$ cat src/rtl/arb_pkg.sv
// Shared definitions for the shared-register arbiter: FSM encodings, default sizes, clog2.
// Latency: n/a (package only).
// Backpressure: n/a (package only).
package arb_pkg;

    typedef enum logic {
        ST_IDLE  = 1'b0,
        ST_GRANT = 1'b1
    } state_t;

    localparam int DEF_N        = 4;
    localparam int DEF_WIDTH    = 8;
    localparam int DEF_MAX_LOCK = 4;

    // Ceiling log2, usable in constant expressions; clog2(1) = 0.
    function automatic int clog2(input int v);
        int r;
        r = 0;
        for (int i = 0; i < 31; i++) begin
            if ((1 << i) < v) begin
                r = i + 1;
            end
        end
        return r;
    endfunction

endpackage

$ cat src/rtl/shared_reg.sv
// Shared storage register: loads d when en is high, otherwise holds.
// Latency: q reflects d one clock after en.
// Backpressure: none; always accepts a load.
// Ports: CLK, RESET (async, active-high, clears to 0), en, d[WIDTH], q[WIDTH].
module shared_reg #(
    parameter int WIDTH = 8
) (
    input  logic             CLK,
    input  logic             RESET,
    input  logic             en,
    input  logic [WIDTH-1:0] d,
    output logic [WIDTH-1:0] q
);

    always_ff @(posedge CLK or posedge RESET) begin
        if (RESET) begin
            q <= '0;
        end else if (en) begin
            q <= d;
        end
    end

endmodule

$ cat src/rtl/shared_reg_arbiter.sv
// Round-robin arbiter sharing one WIDTH-bit register among N writers, with bounded lock.
// Latency: req at edge k -> gnt in cycle k+1 -> write + ack/Q in cycle k+2; one write/cycle sustained.
// Backpressure: requesters hold req until their one-cycle ack; no ack means keep holding.
// Ports: CLK, RESET (async, active-high), req[N], lock[N], wdata[N*WIDTH] (slot i at i*WIDTH),
//        gnt[N] one-hot, ack[N] pulse, Q[WIDTH], owner, busy (in GRANT), valid (Q written since reset).
module shared_reg_arbiter
    import arb_pkg::*;
#(
    parameter int N        = DEF_N,
    parameter int WIDTH    = DEF_WIDTH,
    parameter int MAX_LOCK = DEF_MAX_LOCK
) (
    input  logic                  CLK,
    input  logic                  RESET,
    input  logic [N-1:0]          req,
    input  logic [N-1:0]          lock,
    input  logic [N*WIDTH-1:0]    wdata,
    output logic [N-1:0]          gnt,
    output logic [N-1:0]          ack,
    output logic [WIDTH-1:0]      Q,
    output logic [clog2(N)-1:0]   owner,
    output logic                  busy,
    output logic                  valid
);

    localparam int OW  = clog2(N);
    localparam int LCW = clog2(MAX_LOCK) + 1;

    state_t             state;
    logic [LCW-1:0]     lock_cnt;
    logic [WIDTH-1:0]   wd_arr [N];
    logic               wr_en;
    logic [WIDTH-1:0]   wr_dat;
    logic               keep;
    logic [N-1:0]       pick_src;
    logic [OW-1:0]      pick;

    function automatic logic [N-1:0] onehot(input logic [OW-1:0] i);
        logic [N-1:0] r;
        r    = '0;
        r[i] = 1'b1;
        return r;
    endfunction

    // First set bit scanning ptr+1, ptr+2, ... wrapping; ptr itself is checked last.
    function automatic logic [OW-1:0] rr_pick(input logic [N-1:0] r, input logic [OW-1:0] ptr);
        logic [OW-1:0] w;
        logic [OW-1:0] idx;
        logic          found;
        w     = ptr;
        found = 1'b0;
        for (int i = 1; i <= N; i++) begin
            idx = OW'((int'(ptr) + i) % N);
            if (!found && r[idx]) begin
                w     = idx;
                found = 1'b1;
            end
        end
        return w;
    endfunction

    for (genvar i = 0; i < N; i++) begin : g_wd
        assign wd_arr[i] = wdata[i*WIDTH +: WIDTH];
    end

    always_comb begin
        wr_en    = (state == ST_GRANT) && req[owner];
        wr_dat   = wd_arr[owner];
        keep     = lock[owner] && req[owner] && (int'(lock_cnt) < MAX_LOCK - 1);
        // The owner committing on this edge must not win again off the same req level.
        pick_src = (state == ST_IDLE) ? req : (req & ~(wr_en ? onehot(owner) : '0));
        pick     = rr_pick(pick_src, owner);
    end

    assign busy = (state == ST_GRANT);

    always_ff @(posedge CLK or posedge RESET) begin
        if (RESET) begin
            state    <= ST_IDLE;
            gnt      <= '0;
            ack      <= '0;
            owner    <= OW'(N - 1);
            valid    <= 1'b0;
            lock_cnt <= '0;
        end else begin
            ack <= wr_en ? onehot(owner) : '0;
            if (wr_en) begin
                valid <= 1'b1;
            end
            case (state)
                ST_IDLE: begin
                    lock_cnt <= '0;
                    if (|pick_src) begin
                        state <= ST_GRANT;
                        gnt   <= onehot(pick);
                        owner <= pick;
                    end else begin
                        gnt <= '0;
                    end
                end
                ST_GRANT: begin
                    if (keep) begin
                        lock_cnt <= lock_cnt + LCW'(1);
                    end else begin
                        lock_cnt <= '0;
                        if (|pick_src) begin
                            gnt   <= onehot(pick);
                            owner <= pick;
                        end else begin
                            state <= ST_IDLE;
                            gnt   <= '0;
                        end
                    end
                end
                default: begin
                    state <= ST_IDLE;
                    gnt   <= '0;
                end
            endcase
        end
    end

    shared_reg #(.WIDTH(WIDTH)) u_shared_reg (
        .CLK   (CLK),
        .RESET (RESET),
        .en    (wr_en),
        .d     (wr_dat),
        .q     (Q)
    );

endmodule

$ cat config.mk
export PLATFORM = sky130hd
export DESIGN_NAME = shared_reg_arbiter
export DESIGN_NICKNAME = d
export VERILOG_FILES = /design/src/rtl/arb_pkg.sv /design/src/rtl/shared_reg.sv /design/src/rtl/shared_reg_arbiter.sv
export SDC_FILE = /design/constraint.sdc
export NUM_CORES = 1
export LEC_CHECK = 0
export CAP_MARGIN = 20
export CELL_PAD_IN_SITES_DETAIL_PLACEMENT = 1
export CELL_PAD_IN_SITES_GLOBAL_PLACEMENT = 1
export CORE_MARGIN = 3
export CORE_UTILIZATION = 30
export CTS_CLUSTER_DIAMETER = 60
export DETAILED_ROUTE_END_ITERATION = 7
export PLACE_DENSITY_LB_ADDON = 0.1
export SLEW_MARGIN = 10
export SYNTH_ARGS = -nofsm -noshare
export SYNTH_HDL_FRONTEND = slang
export SYNTH_SLANG_ARGS = --single-unit
$ cat constraint.sdc
create_clock -name CLK -period 2.45 [get_ports CLK]
set_input_delay 0.3675 -clock CLK [delete_from_list [all_inputs] [get_ports CLK]]
set_output_delay 0.3675 -clock CLK [all_outputs]
set_load 0.01 [all_outputs]
== After elaboration in Yosys (flattened, before gate mapping) ==
Cells that the tools add are included.
Storage, ports and cells
  register bits: 23
  bits of input ports: 42
  logic and storage cells: 78
  output and inout port bits: 20
Operators by class
  equal/unequal tests: 1
  mux-type cells: 39
  add/sub/neg operators: 5
  reductions and logical operators: 12
  order comparisons: 10
  bitwise operators: 4
Operator list (count)
  $lt A2 B3 Y1 const B: 6
  $bmux W8 S2: 1
  $mux W4: 4
  $mux W8: 2
  $mux W1: 13
  $bmux W1 S2: 6
  $mux W2: 6
  $logic_and A1 B1 Y1: 8
  $pmux W4 S2: 1
  $pmux W3 S2: 1
  $add A2 B1 Y2 const B: 2
  $add A2 B2 Y2 const B: 2
  $and A4 B4 Y4: 1
  $demux W1 S2: 2
  $ge A2 B1 Y1 const B: 2
  $not A4 Y4: 1
  $pmux W2 S2: 1
  $reduce_or A4 Y1: 1
  $add A3 B1 Y3 const B: 1
  $ge A3 B3 Y1 const B: 1
  $logic_not A1 Y1: 3
  $lt A3 B2 Y1 const B: 1
  $mux W3: 1
  $not A2 Y3: 1
  3 further kinds: 3

== Logic depth before layout (Yosys ltp) ==
  word-level depth: 27
  depth in mapped cells: 9

== By module ==
Synthesis repeated with hierarchy kept, for this count alone.
Second synthesis, totals
  cell total of the unflattened synthesis: 125
  area, all modules: 1534.0 µm²
Modules (own cells, without submodules)
  shared_reg_arbiter: instances 1, cells an instance 107, area each 1198.6 µm²
  shared_reg: instances 1, cells an instance 18, area each 335.3 µm²

== Worst setup path before layout ==
OpenSTA, ideal clock, no wires.
  path kind: register to register
  start point: reg owner[0]
  end point: reg gnt[0]
  data arrival time: 2.144 ns
  setup slack: 0.184 ns
  data required time: 2.328 ns
  cell stages (with the launch flop): 10
  buffers on the path: 1
  library setup time: 0.122 ns
  path through: dfstp_2 buf_6 inv_1 ha_1 nand2_1 o21ai_1 mux4_2 a22oi_4 xnor2_1 a32o_1
On the way
  cells in the longest elaborated chain, start to end: 27
  elaborated cells on any way between the ends: 51
  classes of those cells: 4 x add/sub; 4 x order compare; 1 x eq/ne; 28 x mux; 2 x bitwise; 12 x reduce/logical
Ends and longest elaborated chain
  from (decl): RTL line shared_reg_arbiter.sv:21  | output logic [clog2(N)-1:0] owner,
  from (signal assigned): RTL line shared_reg_arbiter.sv:82  | owner <= OW'(N - 1);
  from (signal assigned): RTL line shared_reg_arbiter.sv:96  | owner <= pick;
  from (signal assigned): RTL line shared_reg_arbiter.sv:108  | owner <= pick;
  $lt A2 B3 Y1 (not written as such) or $ge A2 B1 Y1 (tied branches): RTL line shared_reg_arbiter.sv:41  | r[i] = 1'b1;
  $logic_and A1 B1 Y1 (not written as such): RTL line shared_reg_arbiter.sv:41
  $mux W1 (not written as such): RTL line shared_reg_arbiter.sv:41
  $demux W1 S2: RTL line shared_reg_arbiter.sv:41
  $mux W4: RTL line shared_reg_arbiter.sv:71  | pick_src = (state == ST_IDLE) ? req : (req & ~(wr_en ? onehot(owner) : '0));
  $not A4 Y4: RTL line shared_reg_arbiter.sv:71
  $and A4 B4 Y4: RTL line shared_reg_arbiter.sv:71
  $mux W4: RTL line shared_reg_arbiter.sv:71
  [... 11 more ...]
  $mux W2: RTL line shared_reg_arbiter.sv:54  | if (!found && r[idx]) begin
  $lt A2 B3 Y1 (not written as such) or $ge A2 B1 Y1 (tied branches): RTL line shared_reg_arbiter.sv:41
  $logic_and A1 B1 Y1 (not written as such): RTL line shared_reg_arbiter.sv:41
  $mux W1 (not written as such): RTL line shared_reg_arbiter.sv:41
  $demux W1 S2: RTL line shared_reg_arbiter.sv:41
  $mux W4: RTL line shared_reg_arbiter.sv:93, shared_reg_arbiter.sv:106
  $mux W4: RTL line shared_reg_arbiter.sv:102  | if (keep) begin
  $pmux W4 S2: RTL line shared_reg_arbiter.sv:90  | case (state)
  to (signal assigned): RTL line shared_reg_arbiter.sv:95  | gnt <= onehot(pick);
  to (signal assigned): RTL line shared_reg_arbiter.sv:107  | gnt <= onehot(pick);
  to (decl): RTL line shared_reg_arbiter.sv:18  | output logic [N-1:0] gnt,
Several ways; a longest one is shown, not always the timed one. The select of a mux whose other input is x is not followed.
A chain may end at the register's enable or synchronous reset.

== Final worst setup path ==
  start point: reg owner[1]
  end point: reg gnt[1]
Same word-level chain as after synthesis.

==> summary.md <==
| Metric | Value |
|---|---|
| Status | `finished clean` |
| Synth warnings | `0` |
| Final Cycle Share | `97.0%` |
| Post-DP HPWL | `3680 um` |
| H-tree depth | `1` |
| Clock-pin slew on the worst setup and hold paths | `0.08 ns` |
| Die X | `77.7 um` |
| Via count | `1396` |
| Asr flop ratio synth | `100%` |
| Pre-CTS WS | `-0.109 ns` |
| Number of synthesized flops with an enable pin | `0` |
| Post-route DRC | `0` |
| Vias per inst | `5.04` |
| Post-Synthesis Cell Area | `0.00154 mm^2` |
| Tightest Pin Transition | `0.502 ns` |
| Met1 usage | `20.4%` |
| Hold Crit Class | `in -> async` |
| Core region area | `0.00485 mm^2` |
| Die extent in y | `77.7 um` |
| GPL Wtd Cong | `0.874` |
| Vias in the first global route | `1543` |
| CTS Buf Count | `3` |
| Worst setup EP type | `flip-flop` |
| Port bufs | `61` |
| Max_slew headroom | `66.5%` |
| CTS Root Cell | `clkbuf_8` |
| Synth cell types | `42` |
| Initial DRC Count | `68` |
| CTS tree | `yes` |
| Clock Sinks | `23` |
| Critical path arrival | `2.53 ns` |
| Initial Utilization | `31.8%` |
| Routed len/inst | `17.4 um` |
| Crit path max fanout | `6` |
| Pins Over Slew Limit | `0` |
| Top Ports | `62` |
| Fmax | `421 MHz` |
| Layout cells sized above 1 | `30.5%` |
| Worst Skew | `0.00495 ns` |
| Fin nets | `258` |
| Avg Cell Area, Syn | `11.6 um^2` |
| Pin count of the biggest net entering global routing | `28` |
| Layout area overhead | `60.3%` |
| Critical path required time | `2.60 ns` |
| Die area | `0.00603 mm^2` |
| Commonest non-fill, non-tap cell in the layout | `clkdlybuf4s50_1` |
| Yosys reg bits | `23` |
| CP Launch Type | `flip-flop` |
| Setup WS post-layout | `0.0730 ns` |
| Setup_tns | `0 ns` |
| Clk_lat worst skew | `0.26 ns` |
| Critical path class | `reg -> reg` |
| Final hold viol count | `0` |
| Initial antenna violation count | `0` |
| Final Critical Period | `2.38 ns` |
| Cell leakage power | `1.01 nW` |
| Ant diodes | `0` |
| Commonest non-fill, non-tap cells in the layout | `clkdlybuf4s50_1 (61), dfrtp_1 (21), buf_4 (17), mux4_2 (11), nand2_1 (9)` |
| FP Rows | `25` |
| Main synth FF type | `dfrtp_1` |
| Maximum clock insertion buffer count | `2` |
| Syn Nets | `180` |
| Grt peak-use layer | `met2` |
| Drt pass-1 iters | `4` |
| Setup-failing EPs final | `0` |
| Met2 usage | `27.2%` |
| GR met3 Demand/Resource | `3.83%` |
| # hold bufs at CTS | `0` |
| Pwr dens | `1240 mW/mm^2` |
| GRT overflow | `0` |
| Worst IR Drop VDD | `0.587 mV` |
| Final WL | `4830 um` |
| Max Cap Viol | `0` |
| Global-route wire length before repair | `7630 um` |
| Synthesized netlist cell count | `133` |
| Sequential share of the synthesized area | `37.5%` |
| Total global-route track usage | `15.8%` |
| Routed Antenna Nets | `0` |
-- routing by layer --
metal / share of wire, % / wire (um)
met2: 52 / 2490
met1: 44 / 2120
met5: 0 / 0
met3: 4.1 / 200
met4: 0.31 / 15
-- synth_stat cells, drive strengths merged, types with 2 or more instances --
cell type / count / share of area (%)
a22oi: 2 / 1.9
buf: 5 / 2.6
nand3: 3 / 0.97
nand2b: 3 / 1.2
inv: 8 / 1.9
a311oi: 2 / 1.1
o31ai: 3 / 1.5
mux2i: 2 / 1.8
nand2: 11 / 2.7
o21ai: 6 / 2.2
mux4: 11 / 16
nor2b: 2 / 0.81
nor2: 7 / 2.2
a21oi: 3 / 0.97
a31oi: 3 / 1.2
and2: 4 / 1.8
clkbuf: 3 / 0.73
and3: 2 / 0.81
xnor2: 3 / 1.7
mux2: 8 / 5.8
dfrtp: 21 / 34
dfstp: 2 / 3.4
ha: 5 / 4.1
a32o: 3 / 1.9
-- registers in the layout, summed over array words and instances (netlist names) --
signal,cells
valid,1
ack,4
busy,1
u_shared_reg.q,8
owner,2
lock_cnt,3
gnt,4
-- worst paths after layout --
kind | from | endpoint | slack, ns | depth (start not counted)
min in group CLK | valid | valid | 0.48 | 1
max in group asynchronous | RESET | owner[0] | 1.71 | 3
setup / recovery | owner[1] | gnt[1] | 0.07 | 8
hold / removal | RESET | ack[3] | 0.45 | 3
setup reg to reg | owner[1] | gnt[1] | 0.07 | 8
hold reg to reg | valid | valid | 0.48 | 1
-- power breakdown --
group | leakage, nW | switching [mW] | internal [mW]
combinational | 0.708 | 0.967 | 1.19
clock | 0.0255 | 0.119 | 0.113
sequential | 0.279 | 0.110 | 0.555
total | 1.01 | 1.20 | 1.86
-- repair_timing --
action,4_1_cts,5_1_grt
setup endpoints to repair,1,5
resized for setup,0,11
pin swaps,0,2
gates cloned,0,1
buffers inserted,1,2
endpoints found under the hold margin,0,0
-- layout make-up --
class,count,area [um^2]
Sequential cell,23,578
Fill cell,529,2380
Clock inverter,1,5.00
Timing Repair Buffer,81,803
Multi-Input combinational cell,94,927
Tap cell,67,83.8
Clock buffer,3,41.3
Inverter,8,30.0
-- worst max-delay path, cell delays in order (launching register included) --
cell and delay [ns]:
dfstp_2 0.62, inv_1 0.11, ha_1 0.25, nand2_1 0.11, o21ai_1 0.12, mux4_2 0.51
a22oi_4 0.19, xnor2_1 0.13, a32o_1 0.23
-- per-stage QoR --
stage / std cells / instance area (um^2) / power, mW / utilization [%] / hold WS [ns]
2_1_floorplan: 133 / 1540 / 1.90 / - / 0.368
3_3_place_gp: 269 / 2320 / 2.59 / 47.8 / 0.453
3_5_place_dp: 269 / 2320 / 2.65 / 47.8 / 0.464
4_1_cts: 274 / 2380 / 2.93 / 49.1 / 0.460
5_1_grt: 277 / 2470 / 3.29 / 50.9 / 0.479
6_report: 277 / 2470 / 3.05 / 50.9 / 0.448
-- cell families after synthesis --
logic type / synth area share (%)
AND/OR/NAND/NOR: 11.4
multiplexers: 23.7
buffers and inverters: 5.28
adder cells (fa/ha/maj): 4.06
AO/OA/AOI/OAI: 16.3
XOR/XNOR: 1.71
flip-flops: 37.5
No activity file was read; power rests on OpenSTA's default activity.
